<file path="src/rtl/fifo_refill_ctrl.sv">
// Refill controller for the sample FIFO: issues fixed-length SDRAM burst reads
// over a circular address region and forwards returned beats into the FIFO.
module fifo_refill_ctrl #(
  parameter int WORD_W       = 16,
  parameter int ADDR_W       = 25,
  parameter int BURST_LEN    = 8,
  parameter int BASE_ADDR    = 0,
  parameter int REGION_WORDS = 65536
) (
  input  logic              clk143,
  input  logic              reset,
  input  logic              enable,
  input  logic              buf_lw,
  input  logic              buf_hw,
  output logic              rd_req,
  output logic [ADDR_W-1:0] rd_addr,
  input  logic              rd_ack,
  input  logic              rd_valid,
  input  logic [WORD_W-1:0] rd_data,
  output logic              fifo_we,
  output logic [WORD_W-1:0] fifo_din,
  output logic              busy,
  output logic              stray_err
);

  localparam int                CNT_W      = $clog2(BURST_LEN + 1);
  localparam logic [ADDR_W-1:0] BASE       = ADDR_W'(BASE_ADDR);
  localparam logic [ADDR_W:0]   REGION_END = (ADDR_W+1)'(BASE_ADDR) + (ADDR_W+1)'(REGION_WORDS);
  localparam logic [ADDR_W-1:0] STEP       = ADDR_W'(BURST_LEN);
  localparam logic [CNT_W-1:0]  LAST_BEAT  = CNT_W'(BURST_LEN - 1);

  // Step wraps modulo 2^ADDR_W first, then folds back into the region.
  function automatic logic [ADDR_W-1:0] next_addr(input logic [ADDR_W-1:0] a);
    logic [ADDR_W-1:0] s;
    s = a + STEP;
    return ({1'b0, s} >= REGION_END) ? BASE : s;
  endfunction

  typedef enum logic [1:0] {IDLE, REQ, RECV} state_t;

  state_t           state;
  logic             fill_mode;
  logic [CNT_W-1:0] beat_cnt;

  logic acked, accept, stray, start, refill;

  assign acked  = (state == REQ) && rd_ack;
  assign accept = rd_valid && (acked || (state == RECV));
  assign stray  = rd_valid && ((state == IDLE) || ((state == REQ) && !rd_ack));
  assign start  = enable && !buf_hw && (fill_mode || buf_lw);
  assign refill = enable && !buf_hw && fill_mode;

  always_ff @(posedge clk143) begin
    if (reset) begin
      state     <= IDLE;
      rd_req    <= 1'b0;
      rd_addr   <= BASE;
      fifo_we   <= 1'b0;
      fifo_din  <= '0;
      busy      <= 1'b0;
      stray_err <= 1'b0;
      fill_mode <= 1'b0;
      beat_cnt  <= '0;
    end else begin
      fifo_we  <= accept;
      fifo_din <= rd_data;

      if (stray) stray_err <= 1'b1;

      // High watermark dominates so a full FIFO always stops refilling.
      if (buf_hw)                 fill_mode <= 1'b0;
      else if (buf_lw && enable)  fill_mode <= 1'b1;

      case (state)
        IDLE: begin
          if (start) begin
            state  <= REQ;
            rd_req <= 1'b1;
            busy   <= 1'b1;
          end
        end
        REQ: begin
          if (rd_ack) begin
            state    <= RECV;
            rd_req   <= 1'b0;
            rd_addr  <= next_addr(rd_addr);
            beat_cnt <= rd_valid ? CNT_W'(1) : '0;
          end
        end
        RECV: begin
          if (rd_valid) begin
            if (beat_cnt == LAST_BEAT) begin
              beat_cnt <= '0;
              if (refill) begin
                state  <= REQ;
                rd_req <= 1'b1;
              end else begin
                state <= IDLE;
                busy  <= 1'b0;
              end
            end else begin
              beat_cnt <= beat_cnt + CNT_W'(1);
            end
          end
        end
        default: begin
          state  <= IDLE;
          rd_req <= 1'b0;
          busy   <= 1'b0;
        end
      endcase
    end
  end

endmodule

</file>
<file path="config.mk">
export PLATFORM = sky130hd
export DESIGN_NAME = fifo_refill_ctrl
export DESIGN_NICKNAME = d
export VERILOG_FILES = /design/src/rtl/fifo_refill_ctrl.sv
export SDC_FILE = /design/constraint.sdc
export NUM_CORES = 1
export LEC_CHECK = 0
export CAP_MARGIN = 10
export CORE_ASPECT_RATIO = 1.2
export CORE_MARGIN = 3
export CORE_UTILIZATION = 49
export CTS_CLUSTER_DIAMETER = 100
export DETAILED_ROUTE_END_ITERATION = 8
export GPL_TIMING_DRIVEN = 1
export PLACE_DENSITY_LB_ADDON = 0.25
export SLEW_MARGIN = 20
export SYNTH_ARGS = -nofsm -noshare
export SYNTH_HDL_FRONTEND = slang
export SYNTH_SLANG_ARGS = --single-unit
</file>
<file path="constraint.sdc">
create_clock -name clk143 -period 3.25 [get_ports clk143]
set_input_delay 0.4875 -clock clk143 [delete_from_list [all_inputs] [get_ports clk143]]
set_output_delay 0.4875 -clock clk143 [all_outputs]
set_load 0.01 [all_outputs]
</file>
==> metrics, run 1 <==
Clock Sinks=49; Layout area overhead=37.5%; Fill cells=about 320; slack of the critical path=a little over 800 ps; H-tree depth=2; Max Clock Freq=approximately 0.41 GHz; WL per Instance=12.7 µm; Ports=about 70; Final Hold Viols=0; CP Max Fanout=18; Period minus WS final=~2400 ps; critical path arrival=approximately 2600 ps; total number of vias=~1700; register area=981 µm²; skew final=2.55 ps; gp weighted congestion=roughly 0.76; GR Overflow Total=0; Slew HR=57.8%; CTS clk-pin slew, worst paths=about 80 ps; Final Setup Violations=0; port bufs=64; Die ar.=between 5000 and 6000 µm²; Clock Path Buffers=2; Die X=~66 µm; mean number of vias per cell=between 5 and 6; Total Routing Usage GR=around 17%; pre-CTS setup slack=638 ps; die height=approximately 78 µm; Post-synth EDFFs=0; synthesized area=2100 µm²; maximum VDD drop=roughly 0.27 mV; layout cells sized above 1=between 8 and 9%; smallest hold slack=483 ps; Hold Path Class=reg2reg; commonest non-fill, non-tap cell in the layout=clkdlybuf4s50_1; CTS tree=yes; Final Max Slew Viols=0; mean post-synth cell area=~9.3 µm²; Core ar.=just over 4000 µm²; Iter 0 DRT Violations=just under 80; CP Capture Type=flop; worst skew pair latency=about 290 ps; final net count=about 320; Core Rows=25; post-CTS setup buffers=0; LEAKAGE=1.06 nW; Worst-Margin Slew=630 ps; Diodes inserted=0; DRC viols=0; PD cells=~430 nW/µm²; setup TNS=0 ps; Critical Path Source Type=flop; Synth Instances=approximately 230; Detailed Place HPWL=between 3000 and 4000 µm; vias in the first global route=about 1700; antenna violations before repair=0; CTS Hold Bufs=0; post-CTS sizing=0; commonest non-fill, non-tap cells in the layout=64 x clkdlybuf4s50_1, 49 x dfxtp_1, 28 x nor2_1; Starting Density=between 50% and 60%; status=complete, no violations; placed cell area=roughly 2800 µm²; area of the multi-input gates=1050 µm²; clock root buffer=clkbuf_8; total wire length=between 4000 and 5000 µm; largest net degree at the start of global routing=19; router iterations before antenna repair=4; Post-synth top flop=dfxtp_1; CP Class=reg2reg; share of flip-flops with an asynchronous set or reset=0%; max-cap viol count=0; register bit total from synthesis=49; Finished Cell Area=approximately 2900 µm²; part of the cycle the worst path needs=75.0%; Distinct cells, synth=44; Post-Place Cells=between 300 and 400; Final Non-Filler Cells=around 350; Finished Core Util=71.6%; Total Power=around 1.2 mW; number of warnings issued by yosys=0; post-synthesis sequential area ratio=a little under half; Worst EP required=3410 ps; Num CTS Buffers=5; unrepaired setup endpoints after global routing=false; post-route ant nets=0; first-pass GRT wire length=7160 µm
## cell families (layout without fill, tap and decap cells)
kind of cell	count (synthesis)	count (layout)	synth area share (%)
flops	49	49	46.7
other cells	1	3	0.179
xor+xnor	20	20	8.34
mux	4	4	1.97
simple gates	111	111	28.5
buf+inv	14	77	3.52
compound gates	25	25	9.54
fa+ha+maj	2	2	1.19
## flip-flops by register name, indices dropped and copies added (netlist names)
register and count:
fill_mode 1, rd_req 1, busy 1, fifo_we 1
stray_err 1, beat_cnt 4, state 2, rd_addr 22
fifo_din 16
## path summary, 6_finish.rpt
check	from	to	slack, ps	depth (start not counted)
worst min-delay path	stray_err$_SDFFE_PP0P_	stray_err$_SDFFE_PP0P_	480	2
worst max-delay path	rd_addr[11]$_SDFFE_PP0P_	rd_addr[9]$_SDFFE_PP0P_	810	6
worst max register to register	rd_addr[11]$_SDFFE_PP0P_	rd_addr[9]$_SDFFE_PP0P_	810	6
worst min register to register	stray_err$_SDFFE_PP0P_	stray_err$_SDFFE_PP0P_	480	2
## power breakdown
group | total, mW | switching, mW | internal (mW)
Clock | 0.441 | 0.191 | 0.250
Sequential | 0.646 | 0.0203 | 0.625
Combinational | 0.161 | 0.0714 | 0.0895
Total | 1.25 | 0.283 | 0.965
## critical path, cell delays in order, from the launching register on
cell and delay, ps:
dfxtp_1 450, nand4_2 200, or4_1 720, nand4_1 170
a211oi_1 110, o211ai_4 540, nor2_1 120
## metal layers
layer | global-route usage, % | share of wire (%) | vias up
met5 | 0 | 0 | -
met4 | 4.36 | 0.76 | 0
met3 | 3.91 | 3.5 | 4
met2 | 31.8 | 53 | 33
met1 | 20.1 | 43 | 823
li1 | - | - | 885
## synth_stat cells (2+ instances only)
library cell  number  area, µm²
nor2_2             9       56.3
nand4_1            8       50.1
xor2_1            13        114
dfxtp_1           49        981
nor2b_1           17        106
buf_4              3       22.5
clkbuf_1           5       18.8
mux2i_1            3       30.0
nor4_1             2       12.5
a21o_1             2       15.0
nand3b_1           3       22.5
nor2_1            28        105
nor3b_1            2       15.0
nand2_1           16       60.1
a21oi_1            9       45.0
nor3_1             4       20.0
and3_1             2       12.5
and2_1             4       25.0
inv_1              3       11.3
nand2b_1           2       12.5
ha_1               2       25.0
o21ai_0            4       20.0
xnor2_1            7       61.3
nand3_1            9       45.0
## area by class of cell
class,instances,area share [%]
tap,54,2.34
timing repair buffer,66,22.7
clock buffer,6,2.86
inverter,3,0.390
sequential,49,34.0
multi-input combinational,165,36.4
clock inverter,2,1.30
Note: power is estimated with default switching activity, not from simulation.
==> run 2, diff against run 1 <==
- CORE_UTILIZATION: 49 -> 41
- clock period: 3.25 -> 2.2 ns (I/O delays scaled with it)
==> run 2 against run 1 <==
Against the previous run: die area up 18%; combinational power up 80%; core utilization down 6.7 points; worst setup slack worse by 770 ps; power up 38%; maximum frequency up 13%; sequential power up 47%; global-route usage down 1.2 points; worst hold slack worse by 12 ps; critical path depth up 2; via count up 4.0%; clock-buffer cell count down 1; largest cell class unchanged; highest routed layer unchanged.
==> metrics, run 2 (same netlist as run 1, synthesis figures left out) <==
routed wl met2=2330 µm; CTS tree=yes; Period minus WS final=2150 ps; PD cells=556 nW/µm²; Core ar.=about 4800 µm²; Reg with most FFs=rd_addr; Clock Path Buffers=2; final net count=342; largest registers=rd_addr (22), fifo_din (16), beat_cnt (4); antenna violations before repair=0; total wire length=~4700 µm; vias in the first global route=~1800; Clock power frac=roughly 28%; status=complete, no violations; DR WL met3=approximately 230 µm; max-cap viol count=0; Layout area overhead=47.1%; largest net degree at the start of global routing=27; Flop pwr share=55.3%; DRC viols=0; Top Metal Used=met4; critical path arrival=about 2300 ps; Finished Core Util=between 60 and 70%; placed cell area=slightly below 3000 µm²; skew final=~4.3 ps; CTS clk-pin slew, worst paths=80 ps; gp weighted congestion=between 0.8 and 0.9; WL per Instance=about 13 µm; H-tree depth=2; commonest non-fill, non-tap cell in the layout=clkdlybuf4s50_1; Net Sw Power=slightly above 0.4 mW; CP Max Fanout=7; Starting Density=roughly 44%; Die ar.=6020 µm²; Critical Path Source Type=flop; Die X=approximately 71 µm; Clock Sinks=49; Post-Route M1 WL=roughly 2100 µm; Diodes inserted=0; Detailed Place HPWL=roughly 3400 µm; mean number of vias per cell=4.85; total number of vias=1815; Logic pwr share=between 10% and 20%; LEAKAGE=~1.2 nW; max reg flops=22; CP Capture Type=flop; maximum VDD drop=around 0.32 mV; Finished Cell Area=~3100 µm²; part of the cycle the worst path needs=between 90 and 100%; port bufs=between 60 and 70; Core Rows=27; sw frac=between 20% and 30%; unrepaired setup endpoints after global routing=true; commonest non-fill, non-tap cells in the layout=64 x clkdlybuf4s50_1, 48 x dfxtp_1, 27 x nor2_1; layout cells sized above 1=17.1%; router iterations before antenna repair=4; CTS Hold Bufs=0; post-route ant nets=0; first-pass GRT wire length=roughly 8000 µm; Total Routing Usage GR=about 16%; CP Class=reg2reg; Worst EP required=between 2000 and 2500 ps; Num CTS Buffers=5; Hold Path Class=reg2reg; Ports=between 60 and 70; clock root buffer=clkbuf_8; Cell Int Power=about 1.3 mW; Final Setup Violations=0; Final Hold Viols=0; Iter 0 DRT Violations=63; Max Clock Freq=0.465 GHz; die height=around 84 µm; worst skew pair latency=between 200 and 300 ps; Final Max Slew Viols=0; setup TNS=0 ps; GR Overflow Total=0
==> run 2: cell types whose count changed in the layout (fill, tap and decap cells not counted), sizes merged <==
cell / delta
buf: +27
clkinv: +1
bufinv: -1
clkinvlp: -1
clkbuf: -1
==> run 2: area by class of cell <==
type / instances / area, µm²
clock buffer: 5 / 68.8
clock inverter: 1 / 5.00
fill: 415 / 1670
inverter: 3 / 11.3
multi-input combinational: 165 / 1070
sequential: 49 / 982
tap: 58 / 72.6
timing repair buffer: 93 / 882
==> run 2: metrics by stage <==
stage	hold WS, ps	power [mW]	worst slack (ps)	instances
after detailed placement	459	1.23	38.9	361
final	471	1.72	47.9	374
after CTS	477	1.71	5.40	367
after floorplan	409	1.09	39.9	228
after global routing	503	1.81	-76.5	374
after global placement	448	1.22	86.9	361
==> run 2: final timing paths <==
kind	from	to	slack [ps]	depth (start not counted)
worst max-delay path	rd_addr[5]$_SDFFE_PP0P_	rd_addr[15]$_SDFFE_PP0P_	50	8
worst min-delay path	rd_req$_SDFFE_PP0P_	rd_req$_SDFFE_PP0P_	470	2
worst max register to register	rd_addr[5]$_SDFFE_PP0P_	rd_addr[15]$_SDFFE_PP0P_	50	8
worst min register to register	rd_req$_SDFFE_PP0P_	rd_req$_SDFFE_PP0P_	470	2
==> run 2: timing repair <==
item	in CTS	in global routing
setup endpoints to repair	0	18
resized for setup	0	8
setup buffers	0	7
==> run 2: power groups by stage <==
stage | logic (mW) | clock network (mW) | registers (mW)
after floorplan | 0.115 | 0 | 0.980
after global placement | 0.259 | 0 | 0.966
after detailed placement | 0.261 | 0 | 0.967
after CTS | 0.263 | 0.498 | 0.947
after global routing | 0.319 | 0.535 | 0.957
final | 0.290 | 0.478 | 0.949
==> run 2: critical path: stages, from the launching register on <==
cell      delay, ps
dfxtp_1         420
nand4_1         220
nor4_4          350
buf_4           190
mux2_4          300
a21o_1          210
o211ai_4        150
buf_6           170
nor2_2           40
==> run 2: layer usage <==
metal	up-vias	global-route usage (%)
li1	937	-
met1	827	20.3
met2	46	26.5
met3	5	3.95
met4	0	6.84
met5	-	0
==> run 3, diff against run 2 <==
- ABC_AREA: not set -> 1
- CELL_PAD_IN_SITES_DETAIL_PLACEMENT: not set -> 0
- CELL_PAD_IN_SITES_GLOBAL_PLACEMENT: not set -> 2
- CORE_UTILIZATION: 41 -> 23
==> run 3 against run 2 <==
Against the previous run: die area up 83%; power up 8.8%; critical path depth is 6 higher; maximum frequency rose by 13%; routed wire length up 27%; clock power rose by 23%; clock skew is 4.0 ps higher; combinational power is 8.3% higher; register-to-register slack better by 240 ps; non-clock buffer count down 24; sequential power rose by 2%; highest routed layer unchanged.
==> metrics, run 3 <==
status=complete, no violations; most frequent cell after synthesis=nand2_1; Layout area overhead=39.3%; GR Overflow Total=0; post-synthesis sequential area ratio=43.5%; first-pass GRT wire length=9900 µm; LEAKAGE=1.26 nW; synthesized area=between 2000 and 2500 µm²; Total Power=1.87 mW; worst reg-to-reg setup slack=approximately 290 ps; reg2reg path depth=14; Synth area leader=dfxtp_1; synth cell count leaders=58 x nand2_1, 51 x inv_1, 49 x dfxtp_1, 49 x nor2_1, 18 x nand3_1; Die X=roughly 96 µm; Reg with most FFs=rd_addr; critical path arrival=2120 ps; slack of the critical path=roughly 290 ps; largest net degree at the start of global routing=31; register bit total from synthesis=just under 50; r2r endpoint=rd_addr[3]$_SDFFE_PP0P_; skew final=8.28 ps; Hold EP=stray_err$_SDFFE_PP0P_; Core ar.=9320 µm²; clock root buffer=clkbuf_8; Diodes inserted=0; Total Routing Usage GR=between 10% and 20%; part of the cycle the worst path needs=86.8%; CTS tree=yes; top cell type's share of synthesized area=43.5%; CP Capture Type=flop; Max Clock Freq=between 0.5 and 0.6 GHz; commonest non-fill, non-tap cell in the layout=clkdlybuf4s50_1; Hold Path Class=reg2reg; mean post-synth cell area=between 7 and 8 µm²; Period minus WS final=approximately 1900 ps; worst skew pair latency=slightly above 300 ps; total number of vias=about 2100; Core Rows=38; Num CTS Buffers=5; Worst R2R Start=rd_addr[3]$_SDFFE_PP0P_; WL per Instance=12.0 µm; die height=approximately 110 µm; Clock Path Buffers=2; PD cells=a little under 600 nW/µm²; Worst EP required=roughly 2400 ps; max reg flops=22; total wire length=6040 µm; H-tree depth=2; post-route ant nets=0; CP Max Fanout=13; CTS Hold Bufs=0; max-cap viol count=0; antenna violations before repair=0; Final Hold Viols=0; unrepaired setup endpoints after global routing=false; Synth area leaders=dfxtp_1 43%, nand2_1 9.7%, inv_1 8.5%, nor2_1 8.2%, nor2_2 4.2%; Starting Density=about a quarter; CP Class=reg2reg; Hold Crit Start=stray_err$_SDFFE_PP0P_; Final Setup Violations=0; share of flip-flops with an asynchronous set or reset=0%; Synth Instances=about 310; gp weighted congestion=~0.75; Final Max Slew Viols=0; number of warnings issued by yosys=0; Hold Crit Depth=2; largest registers=rd_addr (22), fifo_din (16), beat_cnt (4); CTS clk-pin slew, worst paths=between 100 and 150 ps; layout cells sized above 1=a little over a tenth; pre-CTS setup slack=between 200 and 300 ps; maximum VDD drop=slightly below 0.3 mV; Distinct cells, synth=29; Iter 0 DRT Violations=between 40 and 50; Clock Sinks=49; Post-synth top flop=dfxtp_1; vias in the first global route=approximately 2100; Ports=just under 70; Setup crit start=rd_addr[3]$_SDFFE_PP0P_; Die ar.=11000 µm²; smallest hold slack=between 400 and 500 ps; setup TNS=0 ps; port bufs=64; Detailed Place HPWL=approximately 4600 µm; router iterations before antenna repair=4; commonest non-fill, non-tap cells in the layout=64 x clkdlybuf4s50_1, 58 x nand2_1, 51 x inv_1; mean number of vias per cell=~4.1; Post-synth EDFFs=0; DRC viols=0; final net count=409; Critical Path Source Type=flop
-- run 3: metrics by stage --
stage                     std cells  utilization, %  instance area, µm²
final                           505            33.7                3140
after detailed placement        496            32.6                3040
after CTS                       504            33.6                3130
after global placement          496            32.6                3040
after global routing            505            33.7                3140
after floorplan                 316               -                2260
-- run 3: worst max path at each step --
stage	slack, ps	depth (start not counted)	to
after floorplan	470	13	rd_addr[11]$_SDFFE_PP0P_
after global placement	260	14	rd_addr[5]$_SDFFE_PP0P_
after detailed placement	270	14	rd_addr[3]$_SDFFE_PP0P_
after CTS	230	14	rd_addr[3]$_SDFFE_PP0P_
after global routing	2	14	rd_addr[3]$_SDFFE_PP0P_
final	290	14	rd_addr[3]$_SDFFE_PP0P_
-- run 3: worst max-delay path, cell delays in order (launching register included) --
cell and delay (ps):
dfxtp_2 370, ha_1 140, inv_1 70, nor2_2 140, nand2_2 100, nor2_4 160
buf_4 140, nand3_1 60, nand2_1 60, nand2_1 50, nand3_1 90, nor2_1 50
nor2_2 60, buf_4 240, nor2_1 60
-- run 3: per-layer routing --
layer	up-vias	GRT usage (%)	part of all wire (%)
met4	0	3.65	1.3
met1	935	13.5	44
met3	7	3.16	6.0
li1	1103	-	-
met5	-	0	0
met2	49	20.3	48
-- run 3: kinds of logic after synthesis --
family	count (synthesis)	synth area share [%]
and+or+nand+nor	165	33.3
buffers and inverters	60	10.8
DFF	49	43.5
AOI/OAI and AO/OA	23	5.60
xor gates and xnor gates	13	5.05
adders and majority gates	2	1.11
other	1	0.166
muxes	1	0.444
-- run 3: area by class of cell --
class | count | area (µm²)
Tap cell | 120 | 150
Clock buffer | 5 | 68.8
Fill cell | 1042 | 6180
Inverter | 52 | 195
Sequential cell | 49 | 983
Timing Repair Buffer | 69 | 678
Multi-Input combinational cell | 207 | 1040
Clock inverter | 3 | 28.8
-- run 3: power breakdown --
group | internal (mW) | switching [mW]
Clock | 0.239 | 0.352
Combinational | 0.150 | 0.163
Sequential | 0.936 | 0.0283
-- run 3: repair_timing --
| action | CTS | global route |
|---|---|---|
| hold endpoints to repair | 0 | 0 |
| setup endpoints to repair | 0 | 13 |
| setup buffers | 0 | 1 |
| resized for setup | 0 | 2 |
